### src/rtl/vector_pool_v2.sv
// vector_pool_v2: per-lane max/average pooling over variable-length windows, 2-entry output FIFO.
// Define VECTOR_POOL_V2_AVG_EN to build the sum/multiplier path and honour pool_mode.
module vector_pool_v2 #(
  parameter int LANES   = 8,
  parameter int DIN_W   = 8,
  parameter int MAX_WIN = 9,
  parameter int RELU    = 1,
  parameter int Q       = 13,
  parameter int AVG_MUL = 910
) (
  input  logic                   clk,
  input  logic                   rst,
  input  logic                   op_din_en,
  input  logic                   op_din_eop,
  input  logic [LANES*DIN_W-1:0] op_din,
  input  logic                   pool_mode,
  output logic                   op_din_rdy,
  output logic                   blob_dout_en,
  input  logic                   blob_dout_rdy,
  output logic [LANES*DIN_W-1:0] blob_dout,
  output logic                   ovf_err
);
  localparam int CNT_W = $clog2(MAX_WIN + 1);
  localparam logic [CNT_W-1:0] CNT_MAX = CNT_W'(MAX_WIN);

  logic                    w_acc, w_first, w_push, w_pop;
  logic signed [DIN_W-1:0] w_din     [LANES];
  logic signed [DIN_W-1:0] w_max_nxt [LANES];
  logic signed [DIN_W-1:0] w_pre     [LANES];
  logic [LANES*DIN_W-1:0]  w_res_vec;
  logic signed [DIN_W-1:0] r_max     [LANES];
  logic signed [DIN_W-1:0] r_stg_max [LANES];
  logic [CNT_W-1:0]        r_cnt;
  logic                    r_stg_vld, r_ovf;
  logic [LANES*DIN_W-1:0]  r_fifo [2];
  logic                    r_wr_ptr, r_rd_ptr;
  logic [1:0]              r_count;

  // Ready depends only on registered occupancy; a same-cycle pop does not open the gate.
  assign op_din_rdy   = ({1'b0, r_count} + {2'b00, r_stg_vld}) < 3'd2;
  assign blob_dout_en = (r_count != 2'd0);
  assign blob_dout    = blob_dout_en ? r_fifo[r_rd_ptr] : '0;
  assign ovf_err      = r_ovf;
  assign w_acc        = op_din_en & op_din_rdy;
  assign w_first      = (r_cnt == '0);
  assign w_push       = r_stg_vld;
  assign w_pop        = blob_dout_en & blob_dout_rdy;

  always_comb begin
    for (int k = 0; k < LANES; k++) begin
      w_din[k]     = op_din[k*DIN_W +: DIN_W];
      w_max_nxt[k] = (w_first || (w_din[k] > r_max[k])) ? w_din[k] : r_max[k];
    end
  end

  always_ff @(posedge clk or posedge rst) begin
    if (rst) begin
      r_cnt     <= '0;
      r_ovf     <= 1'b0;
      r_stg_vld <= 1'b0;
      for (int k = 0; k < LANES; k++) begin
        r_max[k]     <= '0;
        r_stg_max[k] <= '0;
      end
    end else begin
      r_stg_vld <= w_acc & op_din_eop;
      if (w_acc) begin
        if (op_din_eop) begin
          r_cnt <= '0;
          for (int k = 0; k < LANES; k++) begin
            r_stg_max[k] <= w_max_nxt[k];
            r_max[k]     <= '0;
          end
        end else begin
          for (int k = 0; k < LANES; k++) r_max[k] <= w_max_nxt[k];
          if (r_cnt != CNT_MAX) r_cnt <= r_cnt + CNT_W'(1);
          else                  r_ovf <= 1'b1;
        end
      end
    end
  end

`ifdef VECTOR_POOL_V2_AVG_EN
  localparam int SUM_W  = DIN_W + $clog2(MAX_WIN);
  localparam int MUL_W  = $clog2(AVG_MUL + 1) + 1;
  localparam int PROD_W = SUM_W + MUL_W;
  localparam logic signed [PROD_W-1:0] MUL_C  = PROD_W'(AVG_MUL);
  localparam logic signed [PROD_W-1:0] RND    = PROD_W'(2 ** (Q - 1));
  localparam logic signed [PROD_W-1:0] SAT_HI = PROD_W'(2 ** (DIN_W - 1) - 1);
  localparam logic signed [PROD_W-1:0] SAT_LO = PROD_W'(-(2 ** (DIN_W - 1)));
  localparam logic signed [DIN_W-1:0]  D_MAX  = DIN_W'(2 ** (DIN_W - 1) - 1);
  localparam logic signed [DIN_W-1:0]  D_MIN  = DIN_W'(-(2 ** (DIN_W - 1)));

  logic signed [SUM_W-1:0]  w_din_ext [LANES];
  logic signed [SUM_W-1:0]  w_sum_nxt [LANES];
  logic signed [SUM_W-1:0]  r_sum     [LANES];
  logic signed [SUM_W-1:0]  r_stg_sum [LANES];
  logic signed [PROD_W-1:0] w_scaled  [LANES];
  logic                     w_mode, r_mode, r_stg_mode;

  assign w_mode = w_first ? pool_mode : r_mode;

  always_comb begin
    for (int k = 0; k < LANES; k++) begin
      w_din_ext[k] = {{(SUM_W-DIN_W){w_din[k][DIN_W-1]}}, w_din[k]};
      w_sum_nxt[k] = w_first ? w_din_ext[k] : (r_sum[k] + w_din_ext[k]);
      w_scaled[k]  = (PROD_W'(r_stg_sum[k]) * MUL_C + RND) >>> Q;
      if (!r_stg_mode)               w_pre[k] = r_stg_max[k];
      else if (w_scaled[k] > SAT_HI) w_pre[k] = D_MAX;
      else if (w_scaled[k] < SAT_LO) w_pre[k] = D_MIN;
      else                           w_pre[k] = w_scaled[k][DIN_W-1:0];
    end
  end

  always_ff @(posedge clk or posedge rst) begin
    if (rst) begin
      r_mode     <= 1'b0;
      r_stg_mode <= 1'b0;
      for (int k = 0; k < LANES; k++) begin
        r_sum[k]     <= '0;
        r_stg_sum[k] <= '0;
      end
    end else if (w_acc) begin
      r_mode <= w_mode;
      if (op_din_eop) begin
        r_stg_mode <= w_mode;
        for (int k = 0; k < LANES; k++) begin
          r_stg_sum[k] <= w_sum_nxt[k];
          r_sum[k]     <= '0;
        end
      end else begin
        for (int k = 0; k < LANES; k++) r_sum[k] <= w_sum_nxt[k];
      end
    end
  end
`else
  logic w_unused;
  assign w_unused = pool_mode;

  always_comb begin
    for (int k = 0; k < LANES; k++) w_pre[k] = r_stg_max[k];
  end
`endif

  always_comb begin
    w_res_vec = '0;
    for (int k = 0; k < LANES; k++) begin
      w_res_vec[k*DIN_W +: DIN_W] = ((RELU != 0) && w_pre[k][DIN_W-1]) ? '0 : w_pre[k];
    end
  end

  always_ff @(posedge clk or posedge rst) begin
    if (rst) begin
      r_fifo[0] <= '0;
      r_fifo[1] <= '0;
      r_wr_ptr  <= 1'b0;
      r_rd_ptr  <= 1'b0;
      r_count   <= 2'd0;
    end else begin
      if (w_push) begin
        r_fifo[r_wr_ptr] <= w_res_vec;
        r_wr_ptr         <= ~r_wr_ptr;
      end
      if (w_pop) r_rd_ptr <= ~r_rd_ptr;
      case ({w_push, w_pop})
        2'b10:   r_count <= r_count + 2'd1;
        2'b01:   r_count <= r_count - 2'd1;
        default: r_count <= r_count;
      endcase
    end
  end
endmodule

### config.mk
export PLATFORM = sky130hd
export DESIGN_NAME = vector_pool_v2
export DESIGN_NICKNAME = d
export VERILOG_FILES = /design/src/rtl/vector_pool_v2.sv
export SDC_FILE = /design/constraint.sdc
export NUM_CORES = 1
export LEC_CHECK = 0
export ABC_AREA = 1
export BUFFER_PORTS_ARGS = -buffer_cell sky130_fd_sc_hd__buf_4
export CAP_MARGIN = 20
export CORE_MARGIN = 4
export CORE_UTILIZATION = 60
export DETAILED_ROUTE_END_ITERATION = 8
export PLACE_DENSITY = 0.84
export SLEW_MARGIN = 20
export SYNTH_ARGS = -nofsm -noshare
export SYNTH_HDL_FRONTEND = slang
export SYNTH_SLANG_ARGS = --single-unit
### constraint.sdc
create_clock -name clk -period 11.6 [get_ports clk]
set_clock_uncertainty 0.1 [all_clocks]
set_input_delay 2.32 -clock clk [delete_from_list [all_inputs] [get_ports clk]]
set_output_delay 2.32 -clock clk [all_outputs]
set_load 0.05 [all_outputs]
Yosys cells after proc, flatten, opt, wreduce, memory -nomap -nowiden
Index checks and enable logic that the tools add are counted.
W data, S select, Z words.
{"block": "word_totals", "output_inout_bits": 67, "register_bits": 266, "input_bits": 70, "wordCells": 95}
{"block": "classes", "reduce_logical": 16, "magnitude_cmp": 12, "muxes": 27, "add_sub_neg": 4, "n_bitwise": 9, "eq_ne": 3}
{"op": "$mux W64", "count": 6}
{"op": "$bwmux W128", "count": 1}
{"op": "$demux W64 S1", "count": 1}
{"op": "$gt A8 B8 Y1", "count": 8}
{"op": "$mux W8", "count": 8}
{"op": "$mux W7", "count": 8}
{"op": "$logic_or A1 B1 Y1", "count": 8}
{"op": "$mux W4", "count": 2}
{"op": "$reduce_bool A2 Y1", "count": 3}
{"op": "$add A4 B1 Y4 const B", "count": 1}
{"op": "$ge A2 B2 Y1 const B", "count": 2}
{"op": "$logic_not A4 Y1", "count": 1}
{"op": "$ne A4 B4 Y1 const B", "count": 1}
{"op": "$not A1 Y1", "count": 4}
{"op": "$not A1 Y2", "count": 2}
{"op": "$pmux W2 S2", "count": 1}
{"op": "$reduce_and A2 Y1", "count": 2}
{"op": "$add A2 B1 Y3", "count": 1}
{"op": "$and A1 B1 Y1", "count": 3}
{"op": "$lt A3 B2 Y1 const B", "count": 1}
{"op": "$reduce_and A3 Y1", "count": 1}
{"op": "$add A2 B1 Y2 const B", "count": 1}
{"op": "$eq A2 B1 Y1 const B", "count": 1}
{"op": "$eq A2 B2 Y1 const B", "count": 1}
{"op": "other kinds (3)", "count": 3}

Depth between registers and ports, before layout
Gate-level depths: netlist of the first run.
{"block": "depth", "word_depth": 6, "ltp_mapped": 15, "depth_no_buf": 15}

Least setup slack after synthesis of the first run
No wires, ideal clock.
{"block": "synth_timing", "path_type": "register to output", "from": "reg r_count[0]", "to": "out blob_dout[53]", "required_ps": 9180, "arrival_ps": 1948, "n_path_buf": 2, "path_stages_with_launch": 7, "path_slack_ps": 7232, "path_cell_list": "dfrtp_1 > nor2_1 > inv_2 > buf_2 > buf_2 > o21ai_0 > a21oi_1"}
{"block": "synth_between", "elab_chain_len": 2}
{"element": "from (decl)", "line_no": "37", "source": "logic [1:0] r_count;"}
{"element": "from (signal assigned)", "line_no": "166", "source": "2'b10: r_count <= r_count + 2'd1;"}
{"element": "from (signal assigned)", "line_no": "167", "source": "2'b01: r_count <= r_count - 2'd1;"}
{"element": "from (signal assigned)", "line_no": "168", "source": "default: r_count <= r_count;"}
{"element": "$reduce_bool A2 Y1", "line_no": "41", "source": "assign blob_dout_en = (r_count != 2'd0);"}
{"element": "via blob_dout_en", "line_no": "18", "source": "output logic blob_dout_en,"}
{"element": "$mux W64", "line_no": "42", "source": "assign blob_dout = blob_dout_en ? r_fifo[r_rd_ptr] : '0;"}
{"element": "to (decl)", "line_no": "20", "source": "output logic [LANES*DIN_W-1:0] blob_dout,"}
The timed path passes the listed nets, and every way through them passes these cells.

Worst setup path after layout of the first run
{"block": "layout_timing", "from": "reg r_count[0]", "to": "out blob_dout[8]"}
{"block": "layout_between", "elab_chain_len": 2}
{"element": "$reduce_bool A2 Y1", "line_no": "41"}
{"element": "$mux W64", "line_no": "42"}
Every way passes these cells.

==> results of run 1 <==
how the worst min path moves through the flow:
stage | startpoint | to | slack, ns
final | r_fifo[90] | r_fifo[90] | 0.37
after global routing | r_fifo[77] | r_fifo[77] | 0.38
after CTS | r_fifo[90] | r_fifo[90] | 0.37
after detailed placement | r_fifo[80] | r_fifo[80] | 0.35
after global placement | r_fifo[109] | r_fifo[109] | 0.35
after floorplan | r_fifo[106] | r_fifo[106] | 0.34
per-layer routing:
metal  vias up  track usage [%]  wire [um]
met3        57            3.469       1942
li1       5891                -          -
met1      5647            35.36      14250
met5         -                0          0
met2       365            42.98      15700
met4         0            7.771        773
power by group:
group | switching [W] | total, W | internal (W)
clock network | 0.000340 | 0.000870 | 0.000530
logic | 0.00174 | 0.00247 | 0.000730
registers | 0.000269 | 0.00153 | 0.00126
sequential cells by signal, summed over array words and instances, names as in the netlist:
signal and cells:
r_rd_ptr 1, r_stg_max 64, r_fifo 112, r_stg_vld 1, r_max 64, r_count 2, ovf_err 1, r_wr_ptr 1
r_cnt 4
metrics by stage:
stage,setup slack [ns],instances
after floorplan,2.308,1859
after global placement,7.051,2187
after detailed placement,7.082,2187
after CTS,6.516,2234
after global routing,6.320,2234
final,6.523,2234
area by class of cell:
cell class                      count  area, um^2  area share (%)
Inverter                          290        1099           7.046
Tap cell                          285       356.6           2.287
Clock buffer                       39       780.7           5.008
Clock inverter                      8       120.1          0.7704
Timing Repair Buffer              134        1006           6.452
Sequential cell                   250        6260           40.15
Multi-Input combinational cell   1228        5969           38.29
placed cells by master, fill, tap and decap left out, types with 2 or more instances in the layout:
cell / n
sky130_fd_sc_hd__a21o_1: 6
sky130_fd_sc_hd__a21oi_1: 74
sky130_fd_sc_hd__buf_4: 134
sky130_fd_sc_hd__bufinv_16: 3
sky130_fd_sc_hd__clkbuf_1: 6
sky130_fd_sc_hd__clkbuf_16: 27
sky130_fd_sc_hd__clkbuf_8: 6
sky130_fd_sc_hd__clkinv_2: 3
sky130_fd_sc_hd__clkinvlp_4: 2
sky130_fd_sc_hd__conb_1: 8
sky130_fd_sc_hd__dfrtp_1: 249
sky130_fd_sc_hd__ha_1: 68
sky130_fd_sc_hd__inv_1: 283
sky130_fd_sc_hd__inv_2: 5
sky130_fd_sc_hd__nand2_1: 626
sky130_fd_sc_hd__nand2_2: 10
sky130_fd_sc_hd__nand2_4: 7
sky130_fd_sc_hd__nand3_1: 202
sky130_fd_sc_hd__nand3_2: 4
sky130_fd_sc_hd__nand3_4: 5
sky130_fd_sc_hd__nand4_1: 8
sky130_fd_sc_hd__nor2_1: 84
sky130_fd_sc_hd__nor2_4: 3
sky130_fd_sc_hd__nor3_1: 2
sky130_fd_sc_hd__o21ai_0: 104
sky130_fd_sc_hd__o21ai_1: 11
sky130_fd_sc_hd__xnor2_1: 2
sky130_fd_sc_hd__xor2_1: 2
kinds of logic after synthesis:
family	synth area share, %
and+or+nand+nor	29.29
buffers and inverters	11.28
DFF	45.56
AOI/OAI and AO/OA	7.390
adders and majority gates	6.196
xor gates and xnor gates	0.2552
other	0.02731
tightest hold or removal path, delay by kind of cell (launching register included):
kind             cells  cell delay [ns]
AND/OR/NAND/NOR      2             0.09
flip-flops           1             0.34
synth_stat cells:
cell type,n
sky130_fd_sc_hd__o21ai_1,11
sky130_fd_sc_hd__nand3_4,4
sky130_fd_sc_hd__clkbuf_1,31
sky130_fd_sc_hd__nand2_1,626
sky130_fd_sc_hd__buf_1,8
sky130_fd_sc_hd__conb_1,1
sky130_fd_sc_hd__dfrtp_1,250
sky130_fd_sc_hd__nor3_1,2
sky130_fd_sc_hd__nand4_1,8
sky130_fd_sc_hd__o21ai_0,104
sky130_fd_sc_hd__nand3_1,202
sky130_fd_sc_hd__o21bai_1,1
sky130_fd_sc_hd__nor2_2,2
sky130_fd_sc_hd__nand3_2,5
sky130_fd_sc_hd__buf_6,1
sky130_fd_sc_hd__xor2_1,2
sky130_fd_sc_hd__a21oi_4,1
sky130_fd_sc_hd__ha_1,68
sky130_fd_sc_hd__nand2_2,10
sky130_fd_sc_hd__a21oi_1,74
sky130_fd_sc_hd__nor2_4,1
sky130_fd_sc_hd__inv_2,6
sky130_fd_sc_hd__a21o_1,6
sky130_fd_sc_hd__inv_1,284
sky130_fd_sc_hd__buf_2,32
sky130_fd_sc_hd__nand2_4,7
sky130_fd_sc_hd__buf_4,19
sky130_fd_sc_hd__xnor2_1,2
sky130_fd_sc_hd__nor2_1,84
==> flow_results.org, run 1 <==
** Outcome
- The flow ran to the end, and the final reports show no timing, DRC or antenna violations.

** Logic synthesis
- Average cell area after synthesis :: 7.414 um^2
- Area share of the leading cell type in the synthesized netlist :: between 40% and 50%
- After synthesis the netlist holds a flip-flop and latch count of 250.
- After synthesis, the cell types taking the most area are sky130_fd_sc_hd__dfrtp_1, sky130_fd_sc_hd__nand2_1, sky130_fd_sc_hd__inv_1.
- Number of standard cells after synthesis :: 1852
- Synth warnings :: 0
- After synthesis, the netlist uses 29 different library cells.
- Summing every instance area after synthesis gives between 10000 and 15000 um^2.
- For this run, the register share of the synthesized area comes to 45.56%.
- Cell taking the most area after synthesis :: sky130_fd_sc_hd__dfrtp_1

** Die
- The core region is ~23000 um^2.
- Cell row count :: between 50 and 60
- 137 I/O pins were placed.
- Initial Utilization :: between 60% and 70%
- The die covers 25370 um^2.
- Die H :: 159.3 um
- Die X :: about 160 um

** STA
- Adding up every negative setup slack in the final design gives 0 ns.
- Worst Tran Pin Value :: approximately 1.1 ns
- Setup repair after global routing left no endpoint under its margin.
- For the finished layout, the period the worst path requires is between 5 and 6 ns.
- Setup violations remaining at the end of the flow were counted as 0.
- Period utilization :: a little over two fifths
- In this run the tightest slew margin relative to its limit is around 28%.
- Maximum achievable frequency :: a little under 200 MHz
- Number of hold violations in the final report :: 0
- The total count of max-transition violations in the final report came to 0.
- Worst hold-check slack :: around 0.37 ns

** Clock tree
- The longest clock path from root to sink contains 3 buffers.
- Clock latency on the worst-skew pair, taken at its later pin, is around 0.52 ns.
- Maximum level of the CTS H-tree :: 1
- CTS Hold Buffers Added :: 0
- TritonCTS created 26 clock buffers.
- Reg clk slew, reported paths :: roughly 0.060 ns
- The tree built by TritonCTS fans out to 250 sinks.
- Post-CTS repair changed the size of 0 cells.
- Buffers inserted by post-CTS timing repair :: 0
- Clock tree synthesis selected as its root buffer the cell sky130_fd_sc_hd__clkbuf_16.
- TritonCTS built the clock tree.

** Worst setup path
- STA classifies the critical path endpoint as a primary output.
- Data required time at the worst endpoint :: roughly 9 ns
- The signal on the critical path passes through nor2_1 > inv_2 > o21ai_0 > a21oi_1 > buf_4.
- Bufs and invs on worst path :: 2
- The kind of cell with the highest combined delay along the critical path is buffers and inverters.
- Critical path startpoint :: r_count[0]
- The slowest stage of the critical path belongs to the cell sky130_fd_sc_hd__inv_2.
- In this run the worst path has a maximum fanout of between 50 and 60.
- CP peak stage delay :: just over 0.7 ns
- Category of the worst setup path launch point :: flip-flop
- Across all register-to-register paths, the minimum setup slack is about 8.9 ns.
- CP endpoint :: blob_dout[8]
- In this run the critical register-to-register path is launched from r_count[0].
- Counting cells, the worst reg-to-reg path comes to 6.
- Data on the critical path arrives at its endpoint at 2.66 ns.
- The endpoint identified for the worst register-to-register timing path is r_stg_max[29].
- The worst setup path is of the flip-flop to primary output kind.
- In this run the number of cells on the critical path is 5.

** Placed design
- Global placer's final weighted congestion :: 0.8750
- Port Buffer Count :: around 130
- Summing all placed instances gives a cell area of 14690 um^2.
- HPWL after detailed placement :: approximately 21000 um

** Routing
- DRC violation total after the first TritonRoute iteration :: between 800 and 900
- Wires add up to between 30000 and 40000 um.
- First drt pass iteration count :: 7
- DR WL/cell :: 14.62 um
- Dividing the detail-routed via count by the number of cells gives between 5 and 6.
- Total vias in the final route :: approximately 12000
- DRC viols :: 0
- DRT antenna net count :: 0

** GRT
- After global routing the overflow that remains totals 0.
- Global routing used between 20% and 30% of the available tracks.
- The initial antenna violation count is 0.
- The number of global-route vias before repair is about 12000.
- Largest net degree at the start of global routing :: 117
- Global-route wire length before repair :: approximately 56000 um

** Power and ir drop
- Worst IR drop on VDD :: ~270 uV
- Overall power consumption after layout is estimated at slightly below 0.005 W.
- Leakage component of the power :: 8.668 nW
- In this run the power density over the cells is roughly 310 nW/um^2.

** Cells and area
- The filler cells instantiated in the layout total ~1800.
- At the end of the flow, the number of nets in the layout was ~2100.
- From synthesis to final layout, the design area changed by 13.55%.
- Ratio of cells with drive above 1 in the final layout :: 10.93%
- The number of antenna diodes in the final layout is 0.
- The finished cells cover ~16000 um^2.
- At the end of the flow the core is filled with cells to 69.07%.

** Job
- Across the run, the number of max-cap violations was 0.

** Worst hold path
- Path category of the worst min-delay check :: flip-flop to flip-flop
- Along the worst hold path, the cell count comes to 2.
No activity file was read; power rests on OpenSTA's default activity.
==> run 2: changes to the inputs <==
==> constraint.sdc (replaced) <==
create_clock -name clk -period 5.2 [get_ports clk]
set_clock_uncertainty 0.1 [all_clocks]
set_input_delay 1.04 -clock clk [delete_from_list [all_inputs] [get_ports clk]]
set_output_delay 1.04 -clock clk [all_outputs]
set_load 0.05 [all_outputs]
==> flow_results.org, run 2 (synthesis gave the netlist of run 1 again) <==
** Power and ir drop
- Internal Dissipation :: 0.005466 W (+120%)
- Seq pwr share :: 31.9% (+0.5 points)
- Worst IR drop on VDD :: 700.0 uV (+160%)
- The part of the power in combinational logic is 51.6% (+0.9 points).
- Switching portion of total power :: 48.81% (+0.58 points)
- The overall power after layout was 0.01068 W (+120%).
- The power dissipated by switching net loads was 0.005212 W (+120%).
- The static leakage power was 8.633 nW (-0.40%).
- PwrDens :: 688.0 nW/um^2 (+120%)
- The share of total power in the clock network was 16.5% (-1.4 points).

** STA
- The number of hold violations in the final report is 0 (unchanged).
- Final-report setup violation count :: 0 (unchanged)
- The slew at the pin with the worst max-slew slack was 1.087 ns (+0.005647 ns).
- After layout, the minimum clock period comes to 3.818 ns.
- The headroom to the max-slew limit is 27.53% (-0.38 points).
- Period utilization :: around three quarters
- Total negative slack for setup checks :: 0 ns (unchanged)
- RSZ-0062 raised after global routing :: no
- Maximum achievable frequency :: 261.9 MHz
- The total count of max-transition violations in the final report came to 0 (unchanged).

** Clock tree
- The number of gates resized after CTS was 0 (unchanged).
- The total CTS buffers came to 27 (+3.8%).
- Buffers inserted by post-CTS timing repair :: 0 (unchanged)
- Maximum level of the CTS H-tree :: 1 (unchanged)
- Worst-Skew Late Latency :: 0.53 ns (about the same)
- The count of hold buffers inserted by post-cts repair came to 0 (unchanged).
- TritonCTS sink count :: 250 (unchanged)
- TritonCTS clock tree :: yes
- The clock-pin slew reported for the worst setup and hold paths after clock tree synthesis was 0.06 ns (about the same).
- The number of buffers on the longest clock path was 3 (unchanged).
- Clock tree synthesis selected as its root buffer the cell sky130_fd_sc_hd__clkbuf_16.

** Die
- Number of I/O pins :: 137 (unchanged)
- Initial Utilization :: 60.83% (unchanged)
- The count of standard-cell rows was 55 (unchanged).
- Die H :: 159.3 um (unchanged)
- The floorplan die width came to 159.3 um (unchanged).
- Die ar. :: 25370 um^2 (unchanged)
- The core footprint is 22570 um^2 (unchanged).

** Cells and area
- The area growth from synthesis to layout is 13.03%.
- Top library cells by usage in the layout, fill and taps aside :: sky130_fd_sc_hd__nand2_1, sky130_fd_sc_hd__inv_1, sky130_fd_sc_hd__dfrtp_1
- Registers with the most flip-flops :: r_fifo: 112 flops, r_max: 64 flops, r_stg_max: 64 flops
- Ranked by flip-flop count, first place goes to r_fifo.
- Final non-filler cell area :: 15520 um^2 (-0.46%)
- Final non-filler cell total :: 2234 (unchanged)
- Leaving out fill and tap cells, the most frequent cell in the layout is sky130_fd_sc_hd__nand2_1.
- Flip-flop count of the largest register after layout :: 112 (unchanged)
- Final #Nets :: 2071 (+0.15%)
- N_diodes :: 0 (unchanged)
- Ratio of cells with drive above 1 in the final layout :: 10.83% (-0.10 points)
- The final-layout fill cell count was 1815 (+1.9%).

** Placed design
- The count of port buffers added during placement was 127 (unchanged).
- The total half-perimeter wirelength after legalization and detailed placement was 20850 um (+0.60%).
- Area of placed instances :: 14710 um^2 (+0.16%)
- Global placer's final weighted congestion :: 0.8627 (-1.4%)
- Number of instances in the placed design :: 2189 (+0.091%)

** Worst setup path
- The top fanout value on the critical path is 57 (unchanged).
- Data required time at the worst endpoint :: 4.06 ns (-5.12 ns)
- The worst setup path is launched from a flip-flop.
- Slack of the worst reg-to-reg path :: 2.09 ns (-6.78 ns)
- End of the worst register-to-register path :: r_max[53]
- Worst Reg2Reg Path Length in Cells :: 6 (unchanged)
- STA classifies the critical path endpoint as a primary output.
- The worst register-to-register path begins at r_count[0].
- The data arrival time at the worst-slack endpoint was 2.68 ns (+0.02 ns).
- The worst setup path is of the flip-flop to primary output kind.

** Routing
- The count of antenna-violating nets left after detailed routing is 0 (unchanged).
- The post-route DRC violation count was 0 (unchanged).
- Total vias in the final route :: 11980 (+0.13%)
- Overall routed net length :: 32320 um (-1.1%)
- The detail-routed via count per cell is 5.361 (+0.13%).
- DRC violation total after the first TritonRoute iteration :: 968 (+11%)
- DR WL/cell :: 14.47 um (-1.1%)
- The detailed-routing iteration count for the pre-antenna-repair pass came to 6 (-1).

** GRT
- The initial antenna violation count came to 0 (unchanged).
- The first-pass GRT wire length is 55470 um (-0.50%).
- All-Layer GR Usage :: 25.60% (-0.12 points)
- Vias in the first global route :: 11840 (-0.80%)
- Largest net degree at the start of global routing :: 109 (-6.8%)
- The overall overflow remaining after global route is 0 (unchanged).

** Worst hold path
- Hold path start :: r_fifo[86]
- Hold-critical path endpoint :: r_fifo[86]
- Instance count along the most critical hold path :: 2 (unchanged)
- Path category of the worst min-delay check :: flip-flop to flip-flop

** Outcome
- The flow ran to the end, and the final reports show no timing, DRC or antenna violations.

** Job
- The max capacitance violation total was 0 (unchanged).
run 2: critical path: stages (launching register included):
cell                      delay [ns]
sky130_fd_sc_hd__dfrtp_1        0.45
sky130_fd_sc_hd__nor2_1         0.10
sky130_fd_sc_hd__inv_2          0.74
sky130_fd_sc_hd__o21ai_0        0.20
sky130_fd_sc_hd__a21oi_1        0.36
sky130_fd_sc_hd__buf_4          0.27
run 2: power by group through the flow:
stage / logic [W] / clock network (W) / registers, W
floorplan: 0.00427 / 0 / 0.00315
global placement: 0.00531 / 0 / 0.00338
detailed placement: 0.00547 / 0 / 0.00342
CTS: 0.00552 / 0.00179 / 0.00340
global route: 0.00612 / 0.00189 / 0.00352
finish: 0.00551 / 0.00177 / 0.00340
run 2: layout make-up:
type / count / area, um^2 / share of cell area (%)
multi-input combinational: 1228 / 5969 / 38.46
clock buffer: 40 / 774.5 / 4.990
tap: 285 / 356.6 / 2.298
timing repair buffer: 136 / 1033 / 6.659
inverter: 290 / 1095 / 7.054
sequential: 250 / 6260 / 40.33
clock inverter: 5 / 31.28 / 0.2015
run 2: through the flow:
step	worst slack (ns)	hold slack, ns	util, %
after global placement	1.761	0.3475	65.18
after detailed placement	1.667	0.3530	65.19
final	1.382	0.3639	68.76
after CTS	1.408	0.3675	68.76
after global routing	1.125	0.3841	68.76
after floorplan	0.7723	0.3366	-
run 2: layer usage:
metal / vias up / part of all wire (%) / track usage [%]
met5: - / 0 / 0
met4: 0 / 2.9 / 8.323
met3: 60 / 5.7 / 3.805
met2: 373 / 48 / 42.21
met1: 5657 / 44 / 35.22
li1: 5886 / - / -
run 2: worst max-delay path by stage:
stage | from | end | depth (start not counted)
floorplan | rst | ovf_err | 1
global placement | op_din_en | r_max[62] | 6
detailed placement | op_din_en | r_max[53] | 6
CTS | r_count[0] | blob_dout[8] | 5
global route | r_count[0] | blob_dout[12] | 5
finish | r_count[0] | blob_dout[12] | 5
